`src/rtl/word_unpacker.sv`:
```
// Purpose : assembles NWORDS input words (from one of two sources) into one NUM_OUT-bit vector.
// Latency : o_valid rises one cycle after the last word of a fill is accepted.
// Backpr. : in_ready low while a completed vector is held; o_ready releases it with a one-cycle bubble.
//
// Ports:
//   clk, rst             clock, asynchronous active-high reset
//   i0, i1, i2           source select (0 = i1, 1 = i2) and the two data word sources
//   in_valid, in_ready   input word handshake
//   flush                synchronous abort of a partial fill (ignored while holding)
//   o, o_valid, o_ready  assembled vector and its handshake
//   o_count              number of words held in the current fill
module word_unpacker #(
   parameter int DATA_WIDTH = 32,
   parameter int NUM_OUT    = 200,
   parameter int LSB_FIRST  = 1,
   localparam int NWORDS    = (NUM_OUT + DATA_WIDTH - 1) / DATA_WIDTH,
   localparam int CW        = $clog2(NWORDS + 1)
) (
   input  logic                  clk,
   input  logic                  rst,
   input  logic                  i0,
   input  logic [DATA_WIDTH-1:0] i1,
   input  logic [DATA_WIDTH-1:0] i2,
   input  logic                  in_valid,
   output logic                  in_ready,
   input  logic                  flush,
   output logic [NUM_OUT-1:0]    o,
   output logic                  o_valid,
   input  logic                  o_ready,
   output logic [CW-1:0]         o_count
);

   // Width of the last (possibly partial) slot, 1..DATA_WIDTH.
   localparam int REM = NUM_OUT - (NWORDS - 1) * DATA_WIDTH;

   typedef enum logic {FILL, HOLD} state_t;

   state_t                state_q, state_d;
   logic [CW-1:0]         cnt_q, cnt_d;
   logic [NUM_OUT-1:0]    o_q, o_d;
   logic [DATA_WIDTH-1:0] word;

   always_ff @(posedge clk or posedge rst) begin
      if (rst) begin
         state_q <= FILL;
         cnt_q   <= '0;
         o_q     <= '0;
      end else begin
         state_q <= state_d;
         cnt_q   <= cnt_d;
         o_q     <= o_d;
      end
   end

   always_comb begin
      state_d = state_q;
      cnt_d   = cnt_q;
      o_d     = o_q;
      word    = i0 ? i2 : i1;

      unique case (state_q)
         FILL: begin
            // Flush wins over a same-cycle accept; the vector keeps its old bits.
            if (flush) begin
               cnt_d = '0;
            end else if (in_valid) begin
               // Full-width slots; only the slot matching the current count is written.
               for (int k = 0; k < NWORDS - 1; k++) begin
                  if (cnt_q == CW'(k)) begin
                     if (LSB_FIRST != 0)
                        o_d[k*DATA_WIDTH +: DATA_WIDTH] = word;
                     else
                        o_d[NUM_OUT-1-k*DATA_WIDTH -: DATA_WIDTH] = word;
                  end
               end
               // Last slot takes only the low REM bits of the word and completes the fill.
               if (cnt_q == CW'(NWORDS - 1)) begin
                  if (LSB_FIRST != 0)
                     o_d[NUM_OUT-1 -: REM] = word[REM-1:0];
                  else
                     o_d[REM-1:0] = word[REM-1:0];
                  state_d = HOLD;
               end
               cnt_d = cnt_q + 1'b1;
            end
         end
         HOLD: begin
            // No accept in the release cycle: in_ready is decoded from HOLD.
            if (o_ready) begin
               state_d = FILL;
               cnt_d   = '0;
            end
         end
         default: begin
            state_d = FILL;
            cnt_d   = '0;
         end
      endcase
   end

   assign in_ready = (state_q == FILL);
   assign o_valid  = (state_q == HOLD);
   assign o        = o_q;
   assign o_count  = cnt_q;

endmodule

```
`config.mk`:
```
export PLATFORM = sky130hd
export DESIGN_NAME = word_unpacker
export DESIGN_NICKNAME = d
export VERILOG_FILES = /design/src/rtl/word_unpacker.sv
export SDC_FILE = /design/constraint.sdc
export NUM_CORES = 1
export LEC_CHECK = 0
export ABC_CLOCK_PERIOD_IN_PS = 20100
export BUFFER_PORTS_ARGS = -buffer_cell sky130_fd_sc_hd__buf_2
export CAP_MARGIN = 30
export CORE_MARGIN = 2
export CORE_UTILIZATION = 55
export CTS_CLUSTER_SIZE = 40
export DETAILED_ROUTE_END_ITERATION = 7
export GPL_TIMING_DRIVEN = 0
export MAX_ROUTING_LAYER = met4
export PLACE_DENSITY = 0.85
export SLEW_MARGIN = 15
export SYNTH_ARGS = -nofsm -noshare
export SYNTH_HDL_FRONTEND = slang
export SYNTH_SLANG_ARGS = --single-unit
```
`constraint.sdc`:
```
create_clock -name clk -period 20.1 [get_ports clk]
set_input_delay 4.02 -clock clk [delete_from_list [all_inputs] [get_ports clk]]
set_output_delay 4.02 -clock clk [all_outputs]
set_load 0.05 [all_outputs]
```
* Word level (Yosys, flattened, before mapping) *
Cells that the tools add are included.

storage, ports and cells
  logic and storage cells = 42
  bits of input ports = 70
  output and inout bits = 205
  register bits = 204

operators by class
  equal/unequal tests = 8
  add/sub/neg operators = 1
  muxes and demuxes = 11
  bitwise operators = 2
  reduce and logical (&&, ||, !) cells = 10

operators with widths
  kind                   count
  $mux W32               2
  $reduce_and A4 Y1      7
  $eq A3 B3 Y1 const B   3
  $mux W3                3
  $eq A3 B2 Y1 const B   2
  $pmux W3 S2            1
  $mux W1                4
  $add A3 B1 Y3 const B  1
  $eq A3 B1 Y1 const B   1
  $logic_not A3 Y1       1
  $ne A3 B2 Y1 const B   1
  $reduce_and A3 Y1      1
  $ne A2 B2 Y1 const B   1
  $not A1 Y1             2
  $pmux W1 S2            1
  $reduce_and A2 Y1      1

* Logic depth before layout (Yosys ltp) *
Gate-level depths: netlist of run 1.

  depth after elaboration = 5
  depth in mapped cells = 7
  mapped depth without buffers = 5

* Worst setup path after synthesis of run 1 *
Ideal clock, no wire load.

  path kind = in2reg
  start point = input i0
  end point = register o_q[194] (netlist: o[194])
  slack = 14.895 ns
  data arrival time = 5.077 ns
  stages = 4
  library setup time = 0.128 ns
  path buffers = 2
  data required time = 19.972 ns
  path through = clkbuf_1 buf_2 mux2_2 mux2_1

on the way
  longest elaborated chain between the ends = 1

RTL lines
  element                 line  text
  start: declaration      21    input logic i0,
  $mux W32                59    word = i0 ? i2 : i1;
  end signal: assignment  47    o_q <= '0;
  end signal: assignment  51    o_q <= o_d;
  end: declaration        40    logic [NUM_OUT-1:0] o_q, o_d;

Every way passes these cells.
A chain may end at the register's enable or synchronous reset.

* Worst setup path in the final report of run 1 *
  start point = register state_q (netlist: o_valid)
  end point = output in_ready

on the way
  longest elaborated chain between the ends = 1

RTL lines
  element                      line  text
  start: declaration           38    state_t state_q, state_d;
  start signal: assignment     49    state_q <= state_d;
  $not A1 Y1 (no source line)  --
  end: declaration             25    output logic in_ready,

Every way passes these cells.

==> summary.md, run 1 <==
| Metric | Value |
|---|---|
| Status | `completed` |
| Ports | `approximately 280` |
| Final global-route overflow total | `0` |
| Post-cts hold buffer count | `0` |
| Synth top area share | `0.605` |
| P_sw | `648 uW` |
| DP HPWL | `14600 um` |
| DRC Markers | `0` |
| Fin util | `0.712` |
| Share of cells above drive strength 1 | `0.661` |
| Initial antenna violation count | `0` |
| Logic pwr share | `0.392` |
| Post-DRT Antenna Nets | `0` |
| Final setup vio count | `0` |
| Critical path capture point type | `output port` |
| P&R area growth vs syn | `27.4%` |
| Global Route Usage Sum | `0.256` |
| Drt wl/cell | `20.6 um` |
| CTS buffer count | `21` |
| Peak Freq | `0.186 GHz` |
| Port Buffers | `272` |
| Final setup TNS | `0 ns` |
| Sequential-to-total area share from yosys stat | `0.605` |
| Part of the power in registers | `0.360` |
| Largest family of logic cells by synthesized area | `multiplexers` |
| Area leader, netlist | `dfrtp_1` |
| Starting Density | `0.559` |
| Clock power frac | `0.247` |
| Clock Path Buffers | `3` |
| Later-pin clock latency in the skew report | `a little under 0.5 ns` |
| Vias in the first global route | `between 5000 and 6000` |
| Via Count | `5321` |
| Largest cells by area after synthesis | `dfrtp_1 61%, mux2_2 18%, mux2_4 11%, mux2_1 4.9%, buf_6 1.1%` |
| RePlAce Congestion | `0.851` |
| H-tree levels | `1` |
| Critical path class | `reg2out` |
| Tmin final | `5.37 ns` |
| # Max-Cap Violations | `0` |
| Max Slew Vio Count | `0` |
| Rows | `45` |
| Clock slew at reported path FFs | `about 0.06 ns` |
| Die H | `128 um` |
| Worst clock skew | `0.0116 ns` |
| Final Hold Viols | `0` |
| Most common cell after layout, fill and taps aside | `buf_2` |
| Leak Pwr | `approximately 5.9 nW` |
| Post-Syn Area per Cell | `roughly 17 sq um` |
| Net Sw Frac | `0.418` |
| Cell-internal power | `901 uW` |
| Largest net degree at the start of global routing | `116` |
| FF+latch count, synth | `204` |
| Global-route wire length before repair | `~32000 um` |
| Core region area | `roughly 15000 sq um` |
| Peak supply drop | `0.0772 mV` |
| Initial drt markers | `181` |
| Simple-gate share of the synthesized area | `0.0153` |
| Die W | `roughly 130 um` |
| CP required | `16.08 ns` |
| Critical path data arrival time | `1.35 ns` |
| Routed vias/inst | `5.36` |
| Startpoint types | `flop` |
| R2R cell count | `6` |
| Cells after Synth | `497` |
| Mapped Nets | `572` |
| CTS tree | `yes` |
| CTS sink count | `approximately 200` |
| Netlist cell types | `28` |
| Post-CTS resize count | `0` |
| Hold crit path type | `reg2reg` |
| Synth warn | `0` |
| Die area | `16300 sq um` |
| Post-synthesis xor/xnor area fraction | `0.00104` |
| Total power | `between 1.5 and 2 mW` |
| Synth Area in Adders | `0.00742` |
| DRT Wirelength | `20400 um` |
| Pwr Density | `144 nW/um^2` |
| Final period util | `0.267` |
| RSZ-0062 raised after global routing | `false` |
| Crit Path Max Fanout | `8` |
| Most frequent cells in the layout | `281 x buf_2, 204 x dfrtp_1, 135 x mux2_2` |
| Pre-antenna DRT Iters | `4` |
| Worst Hold Depth | `1` |
| Mapped Area | `8440 sq um` |
| Post-synthesis mux area share | `0.336` |
| Slew Limit Headroom | `0.589` |
| Setup bufs post-CTS | `0` |
| Root buffer selected by CTS | `clkbuf_16` |
| Compound-Gate Fraction of Synth Area | `0.00415` |
| Final Net Count | `868` |
| Antenna cells | `0` |
| Least-Margin Pin Slew | `0.617 ns` |
[synth_stat cells]
library cell and number:
dfrtp_1 204, mux2_2 135, mux2_4 60, mux2_1 37, buf_2 9, buf_6 8
buf_4 7, ha_1 5, inv_1 5, buf_8 3, nand2_1 3, o21ai_0 3
a32o_1 2, and3_1 2, and3b_1 1, and4_1 1, clkbuf_1 1, inv_2 1
nand2b_1 1, nand3b_4 1, nand4_2 1, nor2_1 1, nor2_4 1, nor2b_1 1
nor3_1 1, nor3_4 1, or2_1 1, xor2_1 1
[cell type report]
type | instances | area (sq um)
Clock inverter | 3 | 42.5
Fill cell | 1030 | 4340
Buffer | 28 | 236
Sequential cell | 204 | 5100
Clock buffer | 32 | 637
Tap cell | 188 | 235
Multi-Input combinational cell | 259 | 3070
Inverter | 6 | 30.0
Timing Repair Buffer | 273 | 1390
[critical path: stages, from the launching register on]
cell     delay (ns)
dfrtp_1        0.39
buf_6          0.15
inv_1          0.07
buf_2          0.26
[power by group through the flow]
stage	registers, mW	logic [mW]	clock network [mW]
after global placement	0.556	0.599	0
after floorplan	0.890	0.130	0
after CTS	0.557	0.611	0.388
after global routing	0.568	0.628	0.406
after detailed placement	0.562	0.610	0
final	0.558	0.608	0.383
[sequential cells by signal, summed over array words and instances, names as in the netlist]
| name | count |
|---|---|
| o_count | 3 |
| o | 200 |
| o_valid | 1 |
[metal layers]
layer | track usage | routed length [um] | vias to the layer above
met5 | - | 0 | -
met4 | 0.0730 | 578 | 0
met3 | 0.0530 | 1310 | 37
met2 | 0.427 | 10300 | 207
met1 | 0.320 | 8240 | 2731
li1 | - | - | 2346
[cell families (layout without fill, tap and decap cells)]
| family | count (synthesis) | after routing |
|---|---|---|
| AO/OA/AOI/OAI | 5 | 5 |
| XOR/XNOR | 1 | 1 |
| adder cells (fa/ha/maj) | 5 | 5 |
| buffers and inverters | 34 | 342 |
| flip-flops | 204 | 204 |
| multiplexers | 232 | 232 |
| AND/OR/NAND/NOR | 16 | 16 |
[metrics by stage]
| step | area, sq um | hold WS [ns] | setup WS [ns] | cells |
|---|---|---|---|---|
| after floorplan | 8440 | 0.828 | 10.51 | 497 |
| after global placement | 10000 | 0.462 | 8.98 | 957 |
| after detailed placement | 10100 | 0.471 | 14.60 | 958 |
| after CTS | 10700 | 0.484 | 14.72 | 993 |
| after global routing | 10700 | 0.498 | 14.67 | 993 |
| final | 10700 | 0.480 | 14.73 | 993 |
[final timing paths]
| check | from | endpoint | slack, ns |
|---|---|---|---|
| worst min-delay path | o[112] | o[112] | 0.48 |
| worst max register to register | o_count[0] | o[90] | 18.18 |
| worst min register to register | o[112] | o[112] | 0.48 |
| worst max-delay path | o_valid | in_ready | 14.73 |
| min in group asynchronous | rst | o[36] | 3.60 |
| max in group asynchronous | rst | o[84] | 15.53 |
Note: power is estimated with default switching activity, not from simulation.
==> inputs of run 2 (changes only) <==
--- a/config.mk
+++ b/config.mk
@@ -5,16 +5,16 @@
 export SDC_FILE = /design/constraint.sdc
 export NUM_CORES = 1
 export LEC_CHECK = 0
-export ABC_CLOCK_PERIOD_IN_PS = 20100
+export ABC_CLOCK_PERIOD_IN_PS = 4850
 export BUFFER_PORTS_ARGS = -buffer_cell sky130_fd_sc_hd__buf_2
 export CAP_MARGIN = 30
 export CORE_MARGIN = 2
-export CORE_UTILIZATION = 55
+export CORE_UTILIZATION = 46
 export CTS_CLUSTER_SIZE = 40
 export DETAILED_ROUTE_END_ITERATION = 7
 export GPL_TIMING_DRIVEN = 0
 export MAX_ROUTING_LAYER = met4
-export PLACE_DENSITY = 0.85
+export PLACE_DENSITY = 0.75
 export SLEW_MARGIN = 15
 export SYNTH_ARGS = -nofsm -noshare
 export SYNTH_HDL_FRONTEND = slang
==> constraint.sdc (replaced) <==
create_clock -name clk -period 4.85 [get_ports clk]
set_input_delay 0.97 -clock clk [delete_from_list [all_inputs] [get_ports clk]]
set_output_delay 0.97 -clock clk [all_outputs]
set_load 0.05 [all_outputs]
==> summary.md, run 2 (synthesized netlist as in run 1, its figures left out) <==
| Metric | Value |
|---|---|
| Die H | `139 um (+9.1%)` |
| CTS sink count | `204 (unchanged)` |
| Initial drt markers | `159 (-12%)` |
| Setup bufs post-CTS | `0 (unchanged)` |
| Die W | `139 um (+9.1%)` |
| Least-Margin Pin Slew | `0.774 ns (+0.157 ns)` |
| Tmin final | `2.35 ns` |
| Final period util | `0.484` |
| CTS tree | `yes` |
| Port Buffers | `272 (unchanged)` |
| P&R area growth vs syn | `28.8%` |
| Leak Pwr | `5.94 nW (+0.52%)` |
| Die area | `19400 sq um (+19%)` |
| Share of cells above drive strength 1 | `0.662 (+0.00128)` |
| Rows | `49 (+8.9%)` |
| Most common cell after layout, fill and taps aside | `buf_2` |
| Max Slew Vio Count | `0 (unchanged)` |
| RePlAce Congestion | `0.780 (-8.4%)` |
| Critical path data arrival time | `1.38 ns (+0.03 ns)` |
| Crit Path Max Fanout | `8 (unchanged)` |
| Critical path capture point type | `output port` |
| Later-pin clock latency in the skew report | `0.49 ns (about the same)` |
| DP Cell Count | `1003 (+4.7%)` |
| Clock Path Buffers | `3 (unchanged)` |
| Pwr Density | `589 nW/um^2 (+310%)` |
| Peak supply drop | `0.544 mV (+600%)` |
| Total power | `6.40 mW (+310%)` |
| Via Count | `5352 (+0.58%)` |
| DP HPWL | `15500 um (+6.6%)` |
| Core region area | `18000 sq um (+19%)` |
| Worst stage delay on the critical path | `0.40 ns (about the same)` |
| Final global-route overflow total | `0 (unchanged)` |
| Status | `completed` |
| Final Hold Viols | `0 (unchanged)` |
| Root buffer selected by CTS | `clkbuf_16` |
| Antenna cells | `0 (unchanged)` |
| Most frequent cells in the layout | `281 x buf_2, 204 x dfrtp_1, 135 x mux2_2` |
| # Max-Cap Violations | `0 (unchanged)` |
| Final Net Count | `873 (+0.58%)` |
| Startpoint types | `flop` |
| Largest register FFs | `200 (unchanged)` |
| Final setup vio count | `0 (unchanged)` |
| Post-DRT Antenna Nets | `0 (unchanged)` |
| Non-Filler Cell Area, Final | `10900 sq um (+1.1%)` |
| Final setup TNS | `0 ns (unchanged)` |
| Worst clock skew | `0.0123 ns (+0.000703 ns)` |
| Final setup margin | `2.50 ns (-12.23 ns)` |
| Filler Cell Count | `1395 (+35%)` |
| Ports | `275 (unchanged)` |
| CTS buffer count | `22 (+4.8%)` |
| Critical path class | `reg2out` |
| Drt wl/cell | `20.4 um (-0.80%)` |
| Slew Limit Headroom | `0.483 (-0.106)` |
| Hold crit path type | `reg2reg` |
| DRT Wirelength | `21200 um (+3.9%)` |
| Post-cts hold buffer count | `0 (unchanged)` |
| Routed vias/inst | `5.15 (-4.0%)` |
| CP max stage cell | `dfrtp_1` |
| Pre-antenna DRT Iters | `4 (unchanged)` |
| Vias in the first global route | `5769 (+3.2%)` |
| Clock slew at reported path FFs | `0.06 ns (about the same)` |
| CP required | `3.88 ns (-12.20 ns)` |
| Largest net degree at the start of global routing | `39 (-66%)` |
| Post-CTS resize count | `0 (unchanged)` |
| Post-DP Area | `10200 sq um (+1.2%)` |
| Critical path, cell by cell | `buf_6 > inv_1 > buf_2` |
| DRC Markers | `0 (unchanged)` |
| Global-route wire length before repair | `33400 um (+5.9%)` |
| RSZ-0062 raised after global routing | `false` |
| Peak Freq | `0.426 GHz` |
| H-tree levels | `1 (unchanged)` |
| Global Route Usage Sum | `0.224 (-0.0322)` |
| Pre-CTS WS | `2.34 ns (-12.26 ns)` |
| Starting Density | `0.470 (-0.0895)` |
| Finished Layout Cells | `1040 (+4.7%)` |
| Initial antenna violation count | `0 (unchanged)` |
## run 2: area by class of cell
cell class	instances	area, sq um	share of cell area
sequential	204	5100	0.470
multi-input combinational	259	3070	0.283
timing repair buffer	277	1460	0.135
clock buffer	29	608	0.0560
tap	229	287	0.0264
buffer	28	236	0.0218
clock inverter	8	67.6	0.00622
inverter	6	26.3	0.00242
## run 2: power by group
group	switching (mW)	total (mW)	internal (mW)
logic	1.82	2.52	0.696
clock network	0.640	1.57	0.931
registers	0.218	2.31	2.09
total	2.68	6.40	3.72
## run 2: metal layers
| metal | wire length [um] | GRT usage | vias to the layer above |
|---|---|---|---|
| li1 | - | - | 2368 |
| met1 | 8860 | 0.293 | 2730 |
| met2 | 10600 | 0.367 | 212 |
| met3 | 1360 | 0.0385 | 42 |
| met4 | 434 | 0.0548 | 0 |
| met5 | 0 | - | - |
## run 2: worst max-delay path, delay by kind of cell, from the launching register on
family	cells	cell delay (ns)
flops	1	0.40
buf+inv	3	0.50
## run 2: worst paths after layout
check	from	endpoint	slack, ns	cells past startpoint
setup / recovery	o_valid	in_ready	2.50	3
max in group asynchronous	rst	o[149]	3.13	5
hold / removal	o[96]	o[96]	0.48	1
min in group asynchronous	rst	o[11]	0.62	2
hold reg to reg	o[96]	o[96]	0.48	1
setup reg to reg	o_count[1]	o[162]	2.89	6
## run 2: metrics by stage
stage,util,hold WS [ns]
floorplan,-,0.828
global placement,0.562,0.462
detailed placement,0.567,0.471
CTS,0.605,0.485
global route,0.605,0.501
finish,0.605,0.482
